**config.mk**
```make
export PLATFORM = sky130hd
export DESIGN_NAME = mem_access_stage
export DESIGN_NICKNAME = d
export VERILOG_FILES = /design/src/rtl/mem_access_stage.sv
export SDC_FILE = /design/constraint.sdc
export NUM_CORES = 1
export LEC_CHECK = 0
export BUFFER_PORTS_ARGS = -buffer_cell sky130_fd_sc_hd__buf_2
export CORE_ASPECT_RATIO = 0.5
export CORE_MARGIN = 1.5
export CORE_UTILIZATION = 51
export DETAILED_ROUTE_END_ITERATION = 6
export GPL_ROUTABILITY_DRIVEN = 0
export PLACE_DENSITY = 0.82
export SKIP_LAST_GASP = 1
export SYNTH_ARGS = -nofsm -noshare
export SYNTH_HDL_FRONTEND = slang
export SYNTH_SLANG_ARGS = --single-unit
```
**constraint.sdc**
```tcl
create_clock -name clock -period 2.8 [get_ports clock]
set_clock_uncertainty 0.1 [all_clocks]
set_input_delay 0.56 -clock clock [delete_from_list [all_inputs] [get_ports clock]]
set_output_delay 0.56 -clock clock [all_outputs]
set_load 0.01 [all_outputs]
```
**src/rtl/mem_access_stage.sv**
```systemverilog
// Memory access stage: runs the data-memory req/ack handshake, stalls the
// upstream register while busy, and registers the writeback bundle.
module mem_access_stage #(
    parameter int TIMEOUT_CYCLES = 16,
    parameter int CNT_W          = 5
) (
    input  logic        clock,
    input  logic        reset_n,
    input  logic [31:0] pc,
    input  logic [31:0] instr_in,
    input  logic [31:0] address_in,
    input  logic [31:0] data_in,
    input  logic        mem_read_write_in,
    input  logic        mem_enable_in,
    output logic        stall_out,
    output logic        dmem_req,
    output logic        dmem_we,
    output logic [31:0] dmem_addr,
    output logic [31:0] dmem_wdata,
    input  logic        dmem_ack,
    input  logic [31:0] dmem_rdata,
    output logic        wb_valid,
    output logic [31:0] wb_pc,
    output logic [31:0] wb_instr,
    output logic [31:0] wb_data,
    output logic [1:0]  wb_exc
);

    typedef enum logic {
        IDLE,
        WAIT
    } state_t;

    localparam logic [CNT_W-1:0] CNT_LAST = CNT_W'(TIMEOUT_CYCLES - 1);

    state_t           state;
    logic [CNT_W-1:0] cnt;
    logic [31:0]      pc_q;
    logic [31:0]      instr_q;

    assign stall_out = (state == WAIT);

    always_ff @(posedge clock) begin
        if (!reset_n) begin
            state      <= IDLE;
            cnt        <= '0;
            pc_q       <= '0;
            instr_q    <= '0;
            dmem_req   <= 1'b0;
            dmem_we    <= 1'b0;
            dmem_addr  <= '0;
            dmem_wdata <= '0;
            wb_valid   <= 1'b0;
            wb_pc      <= '0;
            wb_instr   <= '0;
            wb_data    <= '0;
            wb_exc     <= 2'b00;
        end else begin
            unique case (state)
                IDLE: begin
                    if (!mem_enable_in) begin
                        wb_valid <= 1'b1;
                        wb_pc    <= pc;
                        wb_instr <= instr_in;
                        wb_data  <= address_in;
                        wb_exc   <= 2'b00;
                    end else if (address_in[1:0] != 2'b00) begin
                        wb_valid <= 1'b1;
                        wb_pc    <= pc;
                        wb_instr <= instr_in;
                        wb_data  <= address_in;
                        wb_exc   <= 2'b01;
                    end else begin
                        pc_q       <= pc;
                        instr_q    <= instr_in;
                        dmem_req   <= 1'b1;
                        dmem_we    <= mem_read_write_in;
                        dmem_addr  <= address_in;
                        dmem_wdata <= data_in;
                        cnt        <= '0;
                        wb_valid   <= 1'b0;
                        state      <= WAIT;
                    end
                end
                WAIT: begin
                    // ack takes priority over an expiring timeout
                    if (dmem_ack) begin
                        dmem_req <= 1'b0;
                        wb_valid <= 1'b1;
                        wb_pc    <= pc_q;
                        wb_instr <= instr_q;
                        wb_data  <= dmem_we ? dmem_addr : dmem_rdata;
                        wb_exc   <= 2'b00;
                        state    <= IDLE;
                    end else if (cnt == CNT_LAST) begin
                        dmem_req <= 1'b0;
                        wb_valid <= 1'b1;
                        wb_pc    <= pc_q;
                        wb_instr <= instr_q;
                        wb_data  <= dmem_addr;
                        wb_exc   <= 2'b10;
                        state    <= IDLE;
                    end else begin
                        cnt      <= cnt + 1'b1;
                        wb_valid <= 1'b0;
                    end
                end
            endcase
        end
    end

endmodule

```
==> results by group, run 1 <==
STA
  • Post-route setup TNS: 0 ps
  • Slew @ Worst Pin: 702.9 ps
  • Min cycle time layout: 2451 ps
  • Fin crit share: 87.54%
  • # setup viols final: 0
  • Fmax: 408.0 MHz
  • Fin. Hold Viols: 0
  • Hold Worst Slack: 196.3 ps
  • Relative slew slack: 53.14%
  • Fin. max-slew vios: 0
  • RSZ-0062 raised after global routing: false

Finish
  • Final #Nets: 1552
  • Synth-to-Final Area Change: 24.64%
  • Final-layout fill cell count: 1599
  • Number of inserted diodes: 0
  • Layout cell share with drive strength beyond 1: 27.73%

Detailed routing
  • DRT antenna net count: 0
  • Via count: 9506
  • DRC: 0
  • DR iter-0 viols: 637
  • Final wirelength: 28.30 mm
  • DR vias/cell: 5.709
  • Initial DRT Pass Iterations: 5
  • Routed len/inst: 17.00 µm

Power
  • Sequential share of power: 46.6%
  • Clock power share: 40.9%
  • Combinational Power Share: 12.5%
  • Sw frac: 24.50%
  • VDD IR max: 0.0005622 V
  • Leakage: 5.862 nW
  • Sw Pwr: 1.908 mW
  • Cell internal pwr: 5.880 mW
  • Pwr dens: 614.9 nW/µm²

Synthesis
  • Complex-gate fraction of the synthesized area: 23.61%
  • Ranking of synthesized cells by area: dfxtp_1 46%, nand2_1 11%, a21boi_0 7.8%, mux2i_1 6.4%, o211a_1 6.4%
  • Synth top cells by count: 287 x nand2_1, 235 x dfxtp_1, 106 x a21boi_0
  • Register area share after synthesis: 46.30%
  • Most common cell in the netlist: nand2_1
  • Post-synthesis adder-cell area fraction: 0.3694%
  • Syn Nets: 1293
  • Most used DFF post-synth: dfxtp_1
  • Mux cell area share after synthesis: 6.403%
  • Syn Area/Cell: 9.032 µm²
  • Yosys reg bits: 235
  • Synth warn: 0
  • Number of flops mapped to enable cells by yosys: 0
  • Largest family of logic cells by synthesized area: compound AO/OA/AOI/OAI gates
  • Synth Area in XOR/XNOR: 0%
  • Top cell type by total area after synthesis: dfxtp_1
  • Synth Instances: 1125
  • Synth Area in Simple Gates: 18.04%
  • Post-synth cell types: 37
  • Yosys top cell area share: 46.30%
  • Synth Cell Area: 10160 µm²
  • Post-synth ARST share: 0%

Place
  • HPWL Detailed: 18.27 mm
  • IO buf count: 330

Clock network
  • Bufs on Longest Clock Path: 3
  • Number of H-tree levels: 1
  • Clk sinks: 235
  • CTS resizes: 0
  • CTS tree: yes
  • Worst-Skew Late Latency: 500 ps
  • Root Buffer: clkbuf_16
  • Hold_buf cts: 0
  • Setup bufs post-CTS: 0
  • CTS clk-pin slew, worst paths: 70 ps
  • CTS buffer count: 22

Worst setup path
  • Setup crit end kind: output pin
  • Worst R2R Path Depth: 7
  • Max FO, Critical Path: 82
  • Crit Path Category: reg2out
  • Critical Path RT: 2140 ps
  • Top delay family on crit path: buffers and inverters
  • Worst Setup Start Kind: register
  • Worst path bufs/invs: 2
  • CP peak stage delay: 550 ps
  • Critical Path AT: 1790 ps
  • CP Cell Sequence: buf_12 -> buf_2
  • Critical R2R Launch: cnt[0]$_SDFFE_PN0P_
  • FF-to-FF End: wb_pc[15]$_SDFFE_PN0P_
  • R2R Setup Slk: 360 ps
  • Critical Path Slowest Stage Cell: dfxtp_4

Global routing
  • GRT overflow: 0
  • Number of global-route vias before repair: 8837
  • Initial antenna violation count: 0
  • Largest net degree at the start of global routing: 132
  • Total GRT Usage: 25.37%
  • First-pass GRT wire length: 43.66 mm

Floorplan
  • DIE HEIGHT: 102.8 µm
  • Floorplan row count: 36
  • Total die area: 20830 µm²
  • DIE WIDTH: 202.6 µm
  • Io pins: 331
  • Core ar.: 19500 µm²
  • Starting Density: 52.10%

Run status
  • Outcome: complete, no violations

Hold path
  • Worst min-delay path endpoint: dmem_wdata[31]$_SDFFE_PN0P_
  • Hold Path Class: in2reg
  • Hold path depth: 3
  • Hold path start: data_in[31]

Run
  • Maxcap violations: 0
==> sequential cells by signal (all words and copies together), names as in the netlist <==
| register | flops |
|---|---|
| wb_data | 32 |
| dmem_we | 1 |
| dmem_addr | 32 |
| wb_pc | 32 |
| instr_q | 32 |
| wb_instr | 32 |
| cnt | 5 |
| wb_exc | 2 |
| dmem_wdata | 32 |
| wb_valid | 1 |
| stall_out | 1 |
| pc_q | 32 |
| dmem_req | 1 |
==> cell families (layout without fill, tap and decap cells) <==
kind of cell	count (synthesis)	in the layout
AND/OR/NAND/NOR	406	406
AO/OA/AOI/OAI	299	299
flip-flops	235	235
buffers and inverters	117	391
multiplexers	65	65
adder cells (fa/ha/maj)	3	3
==> power by group through the flow <==
| stage | clock (mW) | combinational [mW] | sequential, mW |
|---|---|---|---|
| 3_5_place_dp | 0 | 0.970 | 3.70 |
| 4_1_cts | 3.26 | 0.976 | 3.63 |
| 6_report | 3.18 | 0.974 | 3.63 |
| 2_1_floorplan | 0 | 0.494 | 3.76 |
| 5_1_grt | 3.40 | 1.06 | 3.65 |
| 3_3_place_gp | 0 | 0.940 | 3.69 |
==> how the worst max path moves through the flow <==
| stage | startpoint | to | slack, ps | cells past startpoint |
|---|---|---|---|---|
| after floorplan | cnt[0]$_SDFFE_PN0P_ | wb_data[0]$_SDFFE_PN0P_ | 730 | 8 |
| after global placement | address_in[0] | wb_data[12]$_SDFFE_PN0P_ | 450 | 5 |
| after detailed placement | address_in[0] | wb_data[5]$_SDFFE_PN0P_ | 400 | 5 |
| after CTS | stall_out$_SDFF_PN0_ | stall_out | 310 | 2 |
| after global routing | cnt[0]$_SDFFE_PN0P_ | wb_pc[15]$_SDFFE_PN0P_ | 240 | 7 |
| final | stall_out$_SDFF_PN0_ | stall_out | 350 | 2 |
==> layout make-up <==
cell class                      count  area [µm²]  share of cell area, %
Clock buffer                       35       670.6                  5.295
Clock inverter                      4       95.09                 0.7508
Inverter                            2       7.507                0.05928
Multi-Input combinational cell    773        4942                  39.02
Sequential cell                   235        4708                  37.18
Tap cell                          266       332.8                  2.628
Timing Repair Buffer              350        1908                  15.07
==> worst reg2reg max path: cells and delay by family, from the launching register on <==
kind	cells	cell delay [ps]
adders and majority gates	2	410
buffers and inverters	1	310
and+or+nand+nor	3	970
DFF	1	370
AOI/OAI and AO/OA	1	170
==> per-stage QoR <==
| step | utilization (%) | power [mW] | area [µm²] | setup slack, ps | std cells |
|---|---|---|---|---|---|
| global placement | 61.01 | 4.629 | 11900 | 447.7 | 1626 |
| global route | 64.93 | 8.106 | 12660 | 238.1 | 1665 |
| detailed placement | 61.01 | 4.672 | 11900 | 395.3 | 1626 |
| CTS | 64.93 | 7.859 | 12660 | 311.6 | 1665 |
| finish | 64.93 | 7.787 | 12660 | 348.8 | 1665 |
| floorplan | - | 4.251 | 10160 | 731.5 | 1125 |
==> layer usage <==
layer | GRT usage [%] | up-vias | part of all wire, %
met1 | 30.97 | 4543 | 41
li1 | - | 4516 | -
met4 | 10.37 | 0 | 3.3
met2 | 44.81 | 366 | 49
met5 | 0 | - | 0
met3 | 4.962 | 81 | 6.2
==> placed cells by master, fill, tap and decap left out, drive strengths merged <==
cell type / count
a211oi: 32
a21boi: 127
a21oi: 1
a31oi: 1
and3: 4
and3b: 33
buf: 350
bufinv: 3
clkbuf: 35
clkinv: 2
dfxtp: 235
ha: 3
inv: 1
mux2i: 65
nand2: 287
nand2b: 1
nand3: 66
nand3b: 2
nor2: 3
nor2b: 2
nor3: 3
nor3b: 1
nor4b: 1
nor4bb: 1
o2111ai: 31
o211a: 65
o211ai: 2
o21a: 3
o21ai: 3
o221a: 1
o22ai: 32
o31ai: 1
or3b: 1
or4b: 1
Power figures use the tool's default switching activity.
==> run 2, diff against run 1 <==
==> config.mk (replaced) <==
export PLATFORM = sky130hd
export DESIGN_NAME = mem_access_stage
export DESIGN_NICKNAME = d
export VERILOG_FILES = /design/src/rtl/mem_access_stage.sv
export SDC_FILE = /design/constraint.sdc
export NUM_CORES = 1
export LEC_CHECK = 0
export CORE_ASPECT_RATIO = 0.5
export CORE_UTILIZATION = 45
export DETAILED_ROUTE_END_ITERATION = 6
export DONT_BUFFER_PORTS = 1
export GPL_ROUTABILITY_DRIVEN = 0
export PLACE_DENSITY = 0.62
export SKIP_LAST_GASP = 1
export SYNTH_ARGS = -nofsm -noshare
export SYNTH_HDL_FRONTEND = slang
export SYNTH_SLANG_ARGS = --single-unit
==> results by group, run 2 (same netlist as run 1, synthesis figures left out) <==
Run status
  • Outcome: complete, no violations

STA
  • Post-route setup TNS: 0 ps (unchanged)
  • Fin. Hold Viols: 0 (unchanged)
  • Fmax: 419.1 MHz (+2.7%)
  • Fin. max-slew vios: 0 (unchanged)
  • Min cycle time layout: 2386 ps (-64.93 ps)
  • # setup viols final: 0 (unchanged)
  • Slew @ Worst Pin: 740.9 ps (+37.99 ps)
  • RSZ-0062 raised after global routing: false
  • Relative slew slack: 50.61% (-2.5 points)
  • Fin crit share: 85.23% (-2.3 points)

Place
  • IO buf count: 0 (-100%)
  • HPWL Detailed: 16.68 mm (-8.7%)
  • DP Cell Count: 1328 (-18%)

Global routing
  • Number of global-route vias before repair: 7496 (-15%)
  • GRT overflow: 0 (unchanged)
  • Largest net degree at the start of global routing: 270 (+100%)
  • Total GRT Usage: 21.68% (-3.7 points)
  • First-pass GRT wire length: 41.26 mm (-5.5%)
  • Initial antenna violation count: 0 (unchanged)

Power
  • Sw Pwr: 1.824 mW (-4.4%)
  • Combinational Power Share: 7.1% (-5.4 points)
  • Pwr dens: 670.5 nW/µm² (+9.0%)
  • Overall Power: 7.347 mW (-5.7%)
  • Cell internal pwr: 5.523 mW (-6.1%)
  • VDD IR max: 0.0003477 V (-38%)
  • Sequential share of power: 50.9% (+4.3 points)
  • Leakage: 4.341 nW (-26%)
  • Clock power share: 42.0% (+1.1 points)
  • Sw frac: 24.82% (+0.32 points)

Finish
  • Number of inserted diodes: 0 (unchanged)
  • Non-filler cells, final: 1369 (-18%)
  • Final #Nets: 1221 (-21%)
  • Most frequent cells in the layout: 287 x nand2_1, 234 x dfxtp_1, 106 x a21boi_0
  • Core Util, Final: 49.99% (-15 points)
  • Synth-to-Final Area Change: 7.844%
  • Commonest non-fill, non-tap cell in the layout: nand2_1
  • Layout cell share with drive strength beyond 1: 5.706% (-22 points)

Clock network
  • Worst-Skew Late Latency: 520 ps (+20 ps)
  • CTS clk-pin slew, worst paths: 70 ps (about the same)
  • CTS buffer count: 23 (+4.5%)
  • Root Buffer: clkbuf_16
  • Clk sinks: 235 (unchanged)
  • Hold_buf cts: 0 (unchanged)
  • Number of H-tree levels: 1 (unchanged)
  • CTS tree: yes
  • Bufs on Longest Clock Path: 3 (unchanged)
  • Setup bufs post-CTS: 0 (unchanged)
  • CTS resizes: 0 (unchanged)

Worst setup path
  • Crit Path Category: reg2out
  • Critical Path RT: 2140 ps (about the same)
  • Worst Setup Start Kind: register
  • Critical Path AT: 1730 ps (-60 ps)
  • CP Cell Sequence: buf_4
  • Critical Path Slowest Stage Cell: buf_4
  • Max FO, Critical Path: 39 (-52%)
  • Worst path bufs/invs: 1 (-1)
  • CP peak stage delay: 650 ps (+100 ps)
  • Setup crit end kind: output pin
  • Top delay family on crit path: buffers and inverters

Floorplan
  • Floorplan row count: 38 (+5.6%)
  • Total die area: 23220 µm² (+11%)
  • Io pins: 331 (unchanged)
  • Starting Density: 46.36% (-5.7 points)
  • DIE HEIGHT: 108.3 µm (+5.3%)
  • DIE WIDTH: 214.5 µm (+5.9%)
  • Core ar.: 21920 µm² (+12%)

Detailed routing
  • DRC: 0 (unchanged)
  • DR vias/cell: 5.793 (+1.5%)
  • Initial DRT Pass Iterations: 5 (unchanged)
  • DRT antenna net count: 0 (unchanged)
  • Via count: 7930 (-17%)
  • Routed len/inst: 19.57 µm (+15%)
  • Final wirelength: 26.79 mm (-5.3%)
  • DR iter-0 viols: 582 (-8.6%)

Run
  • Maxcap violations: 0 (unchanged)

Hold path
  • Hold Path Class: in2reg
-- run 2: cell count changes in the layout (fill, tap and decap cells not counted) --
cell        before  now
buf_2          329    0
buf_12           8    4
clkinv_2         1    5
clkbuf_1         7    4
buf_4           12   14
bufinv_16        3    1
inv_6            0    2
buf_6            1    0
clkinvlp_4       0    1
-- run 2: worst paths after layout --
| path | startpoint | to | slack (ps) | cells past startpoint |
|---|---|---|---|---|
| worst max register to register | cnt[0]$_SDFFE_PN0P_ | wb_instr[20]$_SDFFE_PN0P_ | 440 | 7 |
| worst min register to register | pc_q[3]$_SDFFE_PN0P_ | pc_q[3]$_SDFFE_PN0P_ | 350 | 2 |
| worst min-delay path | instr_in[3] | instr_q[3]$_SDFFE_PN0P_ | 70 | 2 |
| worst max-delay path | stall_out$_SDFF_PN0_ | stall_out | 410 | 1 |
-- run 2: power groups by stage --
stage / Combinational, mW / Sequential [mW] / Clock, mW
2_1_floorplan: 0.494 / 3.76 / 0
3_3_place_gp: 0.507 / 3.81 / 0
3_5_place_dp: 0.527 / 3.82 / 0
4_1_cts: 0.529 / 3.74 / 3.17
5_1_grt: 0.586 / 3.76 / 3.32
6_report: 0.523 / 3.74 / 3.08
-- run 2: final cells by class --
cell class | count | area, µm²
fill | 2054 | 10960
multi-input combinational | 773 | 4942
sequential | 235 | 4708
clock buffer | 32 | 659.4
tap | 300 | 375.4
timing repair buffer | 18 | 185.2
clock inverter | 9 | 80.08
inverter | 2 | 7.507
-- run 2: metal layers --
layer	wire length [µm]	track usage, %	up-vias	part of all wire, %
li1	-	-	3842	-
met1	11520	26.78	3815	43
met2	12720	36.60	230	47
met3	1952	6.610	43	7.3
met4	599	6.582	0	2.2
met5	0	0	-	0
-- run 2: per-stage QoR --
stage | hold slack (ps) | setup slack, ps | instance area [µm²]
after CTS | 37.87 | 378.3 | 10960
after detailed placement | 344.5 | 445.4 | 10220
after global routing | 45.44 | 271.1 | 10960
after global placement | 339.5 | 520.3 | 10220
final | 65.09 | 413.7 | 10960
after floorplan | 334.7 | 731.5 | 10160
